===== src/rtl/puf_challenge_sequencer.sv =====
// Race-PUF challenge sequencer: loads a seed challenge, then for each response bit
// settles the arbiter, runs one race and steps the challenge through an 8-bit LFSR.
//
// state  | meaning
// IDLE   | waiting for start; arbiter held in reset
// SETTLE | arb_rst held high for SETTLE cycles before a race
// RACE   | race enabled; waiting for arbiter_done or timeout
// NEXT   | one cycle between races; advance challenge/bit index or finish
// DONE   | one-cycle completion pulse
module puf_challenge_sequencer #(
    parameter int N_BITS  = 8,
    parameter int SETTLE  = 2,
    parameter int TIMEOUT = 255
) (
    input  logic       clk,
    input  logic       rst,
    input  logic       start,
    input  logic [7:0] seed,
    input  logic       arbiter_done,
    output logic [7:0] challenge,
    output logic       race_en,
    output logic       arb_rst,
    output logic [3:0] bit_idx,
    output logic       busy,
    output logic       done,
    output logic       timeout_err
);

    localparam int SW = (SETTLE > 1) ? $clog2(SETTLE) : 1;
    localparam logic [SW-1:0] SETTLE_LOAD = SW'(SETTLE - 1);
    localparam logic [7:0]    WAIT_LOAD   = 8'(TIMEOUT - 1);
    localparam logic [3:0]    LAST_BIT    = 4'(N_BITS - 1);

    typedef enum logic [2:0] {
        S_IDLE,
        S_SETTLE,
        S_RACE,
        S_NEXT,
        S_DONE
    } state_t;

    state_t         state;
    logic [SW-1:0]  settle_cnt;
    logic [7:0]     wait_cnt;
    logic [7:0]     lfsr_next;

    // x^8 + x^6 + x^5 + x^4 + 1, shifting left
    assign lfsr_next = {challenge[6:0], challenge[7] ^ challenge[5] ^ challenge[4] ^ challenge[3]};

    always_ff @(posedge clk) begin
        if (rst) begin
            state       <= S_IDLE;
            challenge   <= 8'h00;
            race_en     <= 1'b0;
            arb_rst     <= 1'b1;
            bit_idx     <= 4'd0;
            busy        <= 1'b0;
            done        <= 1'b0;
            timeout_err <= 1'b0;
            settle_cnt  <= '0;
            wait_cnt    <= 8'h00;
        end else begin
            done <= 1'b0;
            case (state)
                S_IDLE: begin
                    if (start) begin
                        challenge   <= (seed == 8'h00) ? 8'h01 : seed;
                        bit_idx     <= 4'd0;
                        timeout_err <= 1'b0;
                        busy        <= 1'b1;
                        settle_cnt  <= SETTLE_LOAD;
                        state       <= S_SETTLE;
                    end
                end
                S_SETTLE: begin
                    if (settle_cnt == '0) begin
                        arb_rst  <= 1'b0;
                        race_en  <= 1'b1;
                        wait_cnt <= WAIT_LOAD;
                        state    <= S_RACE;
                    end else begin
                        settle_cnt <= settle_cnt - 1'b1;
                    end
                end
                S_RACE: begin
                    // a result in the final allowed cycle still counts as success
                    if (arbiter_done) begin
                        race_en <= 1'b0;
                        arb_rst <= 1'b1;
                        state   <= S_NEXT;
                    end else if (wait_cnt == 8'h00) begin
                        race_en     <= 1'b0;
                        arb_rst     <= 1'b1;
                        timeout_err <= 1'b1;
                        busy        <= 1'b0;
                        done        <= 1'b1;
                        state       <= S_DONE;
                    end else begin
                        wait_cnt <= wait_cnt - 1'b1;
                    end
                end
                S_NEXT: begin
                    if (bit_idx == LAST_BIT) begin
                        busy  <= 1'b0;
                        done  <= 1'b1;
                        state <= S_DONE;
                    end else begin
                        bit_idx    <= bit_idx + 1'b1;
                        challenge  <= lfsr_next;
                        settle_cnt <= SETTLE_LOAD;
                        state      <= S_SETTLE;
                    end
                end
                S_DONE: begin
                    state <= S_IDLE;
                end
                default: begin
                    state <= S_IDLE;
                end
            endcase
        end
    end

endmodule


===== config.mk =====
export PLATFORM = sky130hd
export DESIGN_NAME = puf_challenge_sequencer
export DESIGN_NICKNAME = d
export VERILOG_FILES = /design/src/rtl/puf_challenge_sequencer.sv
export SDC_FILE = /design/constraint.sdc
export NUM_CORES = 1
export LEC_CHECK = 0
export CORE_MARGIN = 2
export CORE_UTILIZATION = 40
export CTS_BUF_LIST = sky130_fd_sc_hd__clkbuf_8
export CTS_CLUSTER_SIZE = 20
export DETAILED_ROUTE_END_ITERATION = 6
export PLACE_DENSITY = 0.65
export SLEW_MARGIN = 20
export SYNTH_ARGS = -nofsm -noshare
export SYNTH_HDL_FRONTEND = slang
export SYNTH_SLANG_ARGS = --single-unit

===== constraint.sdc =====
create_clock -name clk -period 1.7 [get_ports clk]
set_input_delay 0.34 -clock clk [delete_from_list [all_inputs] [get_ports clk]]
set_output_delay 0.34 -clock clk [all_outputs]
set_load 0.1 [all_outputs]

==> results_dict.tcl, run 1 <==
set metrics [dict create \
    grt_max_degree 15 \
    netSwitchingFraction_pct 39.9 \
    core-area_um2 3420 \
    num_io_pins 29 \
    ant_nets 0 \
    ys_ff_latch 29 \
    vias 1422 \
    critPathSlowestCell "clkdlybuf4s50_1" \
    antenna_cells 0 \
    dp_cells 254 \
    p_clk_share_pct 20.7 \
    clkSlewWorstSetupHoldPaths_ns 0.05 \
    critPathMaxFanout 4 \
    cp-start-kind "primary input" \
    postCtsHoldBufs 0 \
    syn_area_per_cell_um2 8.77 \
    async_flop_share_pct 0 \
    synth_largest_area_cell "dfxtp_1" \
    grt_pass1_wl_um 6180 \
    cts_tree "yes" \
    seq_area_frac_synth_pct 39.9 \
    hold_path.class "reg -> reg" \
    drt_pass1_iterations 4 \
    cts-root-buf "clkbuf_8" \
    combPwrFrac_pct 45.7 \
    finalSetupViolCount 0 \
    wl_um 3860 \
    critPathRequiredTime_ns 1.89 \
    path_cells "clkdlybuf4s50_1 -> buf_4 -> nor4b_4 -> buf_4 -> o211ai_4 -> buf_4 -> a2111oi_4" \
    hpwl_um 2830 \
    grt_pass1_vias 1375 \
    ir_drop_mv 0.637 \
    cts_buffers 5 \
    die_w_um 64.3 \
    drive_gt1_share_pct 30.7 \
    antenna_found_initial 0 \
    multi_input_area_um2 848 \
    area_delta_synth_final_pct 54.6 \
    skew_ns 0.00236 \
    worst_slew_pin_slew_ns 0.402 \
    slew_headroom_pct 73.0 \
    cts_num_sinks 29 \
    final_hold_viol_count 0 \
    start_util_pct 42.6 \
    period_minus_slack_ns 1.64 \
    ys.flop_type "dfxtp_1" \
    final_common_cell "buf_4" \
    cpPeakStageDelay_ns 0.42 \
    clk_path_buf_depth 2 \
    fp.dieH_um 64.3 \
    rows 21 \
    wl_per_cell_um 14.6 \
    io_buffers 28 \
    rrSetupSlack_ns 0.10 \
    leakagePower_nw 0.867 \
    post-route-period-util_pct 96.3 \
    routabilityCongestion 0.830 \
    drc_errors 0 \
    hp-start "bit_idx[1]$_SDFFE_PP0P_" \
    fin_nets 233 \
    slew_viol_final 0 \
    max_freq_mhz 611 \
    seqPwrFrac_pct 33.6 \
    die-area_um2 4140 \
    drv_cap 0 \
    mostFrequentLayoutCells "buf_4, dfxtp_1, nand2_1, buf_12, nor2_1" \
    seqCellArea_um2 592 \
    yosysUniqueCellTypes 42 \
    yosysWarnings 0 \
    htreeDepth 2 \
    status "finished, final reports clean" \
    syn_nets 181 \
    criticalPathCategory "in -> reg" \
    cp_common_cell "buf_4" \
    routed_via_density 5.39 \
    critPathCaptureType "flop" \
    worstPathArrival_ns 1.82 \
    gr-total-overflow 0 \
    fill_cells 291 \
    pwr_density_cell_nw_per_um2 1190 \
    netSwitchingPower_w 0.00107 \
    crit_start "arbiter_done" \
    report.power.total_w 0.00269 \
    yosysTopAreaCellShare_pct 39.9 \
    syn_area_um2 1460 \
    synth_edf_count 0 \
    detail_route.iter0.violations 94 \
    gr-usage-all-layers_pct 19.5 \
    finalNonFillerCells 264 \
    insertion_delay_ns 0.29 \
    r2r-start "state[0]$_SDFFE_PP0P_" \
    p_int_w 0.00162 \
    syn_inst 166 \
    synthTopCellsByArea "dfxtp_1, nand2_1, a311oi_1" \
]
==> critical path: cells and delay by family <==
kind	cells	cell delay, ns
buf+inv	4	0.91
compound gates	2	0.38
simple gates	1	0.19
==> registers in the layout, summed over array words and instances, names as in the netlist <==
name / cells
race_en: 1
busy: 1
wait_cnt: 8
timeout_err: 1
challenge: 8
done: 1
arb_rst: 1
state: 3
bit_idx: 4
settle_cnt: 1
==> power by group through the flow <==
stage / Combinational (W) / Clock, W / Sequential, W
after floorplan: 0.000448 / 0 / 0.00119
after global placement: 0.00114 / 0 / 0.000898
after detailed placement: 0.00117 / 0 / 0.000908
after CTS: 0.00118 / 0.000573 / 0.000895
after global routing: 0.00131 / 0.000592 / 0.000916
final: 0.00123 / 0.000558 / 0.000904
==> synthesized netlist by cell type, types with 2 or more instances <==
cell type,number
a211oi_1,2
a21o_1,2
a21oi_1,12
a311oi_1,9
a31oi_1,2
buf_2,3
buf_6,2
clkbuf_1,3
dfxtp_1,29
ha_1,3
inv_1,6
nand2_1,22
nand3_1,2
nand4_1,2
nor2_1,16
nor2b_1,3
nor3_1,10
nor3b_1,2
nor4b_2,2
o211ai_1,2
o21ai_0,3
o21bai_1,2
o22ai_1,2
or3_1,2
xnor2_1,3
xor2_1,4
==> stage by stage <==
step	utilization, %	cell area [µm²]	TNS, ns	hold WS [ns]	worst slack (ns)
2_1_floorplan	-	1470	0	0.409	0.0226
3_3_place_gp	61.2	2090	-2.27	0.488	-0.208
3_5_place_dp	61.2	2090	-3.48	0.507	-0.281
4_1_cts	64.0	2190	0	0.516	0.0163
5_1_grt	65.9	2250	-0.0151	0.525	-0.0123
6_report	65.9	2250	0	0.513	0.0632
==> cell type report <==
type,instances,area share (%)
multi-input cells,122,37.7
repair buffers,54,28.7
flip-flops and latches,29,26.3
clock buffers,6,3.67
well taps,46,2.56
inverters,6,1.00
clock inverters,1,0.167
==> per-layer routing <==
layer | GRT usage [%] | up-vias | routed length, µm
met3 | 4.75 | 11 | 203
li1 | - | 704 | -
met2 | 31.5 | 40 | 1890
met4 | 10.4 | 0 | 99
met5 | 0 | - | 0
met1 | 23.9 | 667 | 1670
==> kinds of logic (layout without fill, tap and decap cells) <==
logic type / count (synthesis) / count (layout) / share of synthesized area [%]
AND/OR/NAND/NOR: 70 / 70 / 26.5
AO/OA/AOI/OAI: 41 / 41 / 20.7
flip-flops: 29 / 29 / 39.9
buffers and inverters: 15 / 67 / 5.41
XOR/XNOR: 7 / 7 / 4.21
adder cells (fa/ha/maj): 3 / 3 / 2.58
multiplexers: 1 / 1 / 0.773
==> worst paths after layout <==
kind | depth (start not counted) | endpoint
setup reg to reg | 5 | wait_cnt[4]$_SDFFE_PP0P_
setup / recovery | 7 | wait_cnt[6]$_SDFFE_PP0P_
hold reg to reg | 2 | bit_idx[1]$_SDFFE_PP0P_
hold / removal | 2 | bit_idx[1]$_SDFFE_PP0P_
==> repair_timing <==
| item | in CTS | in global routing |
|---|---|---|
| buffers inserted | 1 | 2 |
| endpoints found under the setup margin | 2 | 13 |
| resized for setup | 1 | 7 |
| pin swaps | 1 | 4 |
No activity file was read; power rests on OpenSTA's default activity.
==> run 2, diff against run 1 <==
- CORE_UTILIZATION: 40 -> 30
- PLACE_DENSITY: 0.65 -> 0.49
- clock period: 1.7 -> 1.6 ns (I/O delays scaled with it)
==> results_dict.tcl, run 2 (same netlist as run 1, synthesis figures left out) <==
set metrics [dict create \
    status "finished, violations left" \
    failed_checks "negative setup slack" \
    antenna_cells 0 \
    ir_drop_mv 0.656 \
    grt_pass1_vias 1557 \
    wl_um 4100 \
    start_util_pct 31.0 \
    leakagePower_nw 0.978 \
    rows 25 \
    critPathRequiredTime_ns 1.76 \
    report.power.total_w 0.00297 \
    wl_per_cell_um 14.2 \
    gr-usage-all-layers_pct 16.2 \
    cp_num_buf_inv 2 \
    htreeDepth 2 \
    die-area_um2 5430 \
    critPathSlowestCell "or3b_4" \
    gr-total-overflow 0 \
    core-area_um2 4690 \
    io_buffers 28 \
    final_hold_viol_count 0 \
    die_w_um 73.7 \
    slew_viol_final 0 \
    crit_start "wait_cnt[1]$_SDFFE_PP0P_" \
    grt_busiest_layer "met2" \
    holdPathStages 2 \
    insertion_delay_ns 0.28 \
    cp-start-kind "flop" \
    pwr_density_cell_nw_per_um2 1190 \
    worstPathArrival_ns 1.80 \
    r2r-start "wait_cnt[1]$_SDFFE_PP0P_" \
    ant_nets 0 \
    reg2regPathDepth 7 \
    finalSetupViolCount 1 \
    drc_errors 0 \
    use_met3_pct 5.35 \
    clkSlewWorstSetupHoldPaths_ns 0.06 \
    vias 1495 \
    p_clk_share_pct 18.8 \
    postCtsHoldBufs 0 \
    finalNonFillerCells 289 \
    fin_nets 249 \
    cts_num_sinks 29 \
    path_cells "inv_2 -> ha_4 -> or3b_4 -> o211ai_4 -> buf_6 -> xor2_1 -> a21oi_1" \
    hpwl_um 2970 \
    hp-start "bit_idx[1]$_SDFFE_PP0P_" \
    criticalPathCategory "reg -> reg" \
    rsz0062_at_grt "true" \
    cts_buffers 5 \
    cpPeakStageDelay_ns 0.40 \
    critPathMaxFanout 4 \
    drive_gt1_share_pct 46.0 \
    seqPwrFrac_pct 32.0 \
    max_freq_mhz 610 \
    antenna_found_initial 0 \
    cp_num_cells 7 \
    reg.largest.list "challenge x8, wait_cnt x8, bit_idx x4" \
    period_minus_slack_ns 1.64 \
    skew_ns 0.00188 \
    netSwitchingFraction_pct 40.3 \
    mostFrequentLayoutCells "buf_4, nand2_1, dfxtp_1, buf_12, a21oi_1" \
    slew_headroom_pct 81.2 \
    grt_util_met1_pct 16.8 \
    critPathCaptureType "flop" \
    combPwrFrac_pct 49.2 \
    num_io_pins 29 \
    cts_tree "yes" \
    grt_pass1_wl_um 6710 \
    drt_pass1_iterations 4 \
    routabilityCongestion 0.869 \
    routed_via_density 5.17 \
    dp_slack_ns -0.323 \
    grt_max_degree 18 \
    fp.dieH_um 73.7 \
    grt_use_met2_pct 29.3 \
    post-route-period-util_pct 102 \
    clk_path_buf_depth 2 \
    cp_top_family "simple AND/OR/NAND/NOR gates" \
    cts-root-buf "clkbuf_8" \
    p_int_w 0.00177 \
    area_delta_synth_final_pct 71.6 \
    final.setup.worst_slack_ns -0.0388 \
    netSwitchingPower_w 0.00120 \
    hold_path.class "reg -> reg" \
    worst_slew_pin_slew_ns 0.283 \
    dp_cells 267 \
    final_common_cell "buf_4" \
    drv_cap 0 \
    detail_route.iter0.violations 51 \
]
[run 2: per-stage QoR]
step / utilization (%) / hold slack (ns) / area [µm²] / TNS, ns
6_report: 53.3 / 0.513 / 2500 / -0.0388
5_1_grt: 53.3 / 0.541 / 2500 / -0.630
4_1_cts: 50.5 / 0.515 / 2370 / 0
3_5_place_dp: 46.7 / 0.506 / 2190 / -4.69
3_3_place_gp: 46.7 / 0.495 / 2190 / -3.94
2_1_floorplan: - / 0.385 / 1510 / 0
[run 2: path summary, 6_finish.rpt]
check,slack [ns],end
max,-0.04,wait_cnt[2]$_SDFFE_PP0P_
min,0.51,bit_idx[1]$_SDFFE_PP0P_
max reg2reg,-0.04,wait_cnt[2]$_SDFFE_PP0P_
min reg2reg,0.51,bit_idx[1]$_SDFFE_PP0P_
[run 2: per-layer routing]
metal  up-vias  share of wire [%]
met5         -                  0
met4         0                2.2
met3        12                4.8
met2        34                 53
met1       711                 40
li1        738                  -
[run 2: tightest hold or removal path, stage by stage (launching register included)]
cell	delay (ns)
dfxtp_4	0.37
nand2_1	0.06
a21oi_1	0.05
[run 2: cell type report]
| class | instances | area [µm²] |
|---|---|---|
| Tap cell | 54 | 67.6 |
| Fill cell | 440 | 2190 |
| Multi-Input combinational cell | 122 | 931 |
| Clock buffer | 5 | 68.8 |
| Clock inverter | 3 | 11.3 |
| Inverter | 6 | 22.5 |
| Sequential cell | 29 | 607 |
| Timing Repair Buffer | 70 | 792 |
[run 2: power groups by stage]
stage / clock (W) / combinational (W) / sequential (W)
finish: 0.000559 / 0.00146 / 0.000949
global route: 0.000608 / 0.00155 / 0.000963
CTS: 0.000581 / 0.00138 / 0.000944
detailed placement: 0 / 0.00132 / 0.000955
global placement: 0 / 0.00130 / 0.000952
floorplan: 0 / 0.000504 / 0.00127
[run 2: repair_timing]
action / 4_1_cts / 5_1_grt
buffers inserted: 6 / 8
endpoints found under the setup margin: 10 / 16
resized for setup: 16 / 18
endpoints found under the hold margin: 0 / 0
pin swaps: 9 / 15
==> run 3, diff against run 2 <==
- CAP_MARGIN: not set -> 0
- CTS_CLUSTER_SIZE: 20 -> 14
==> results of run 3 <==
Same layout as run 2: the final DEF is identical, and so are final timing and power.
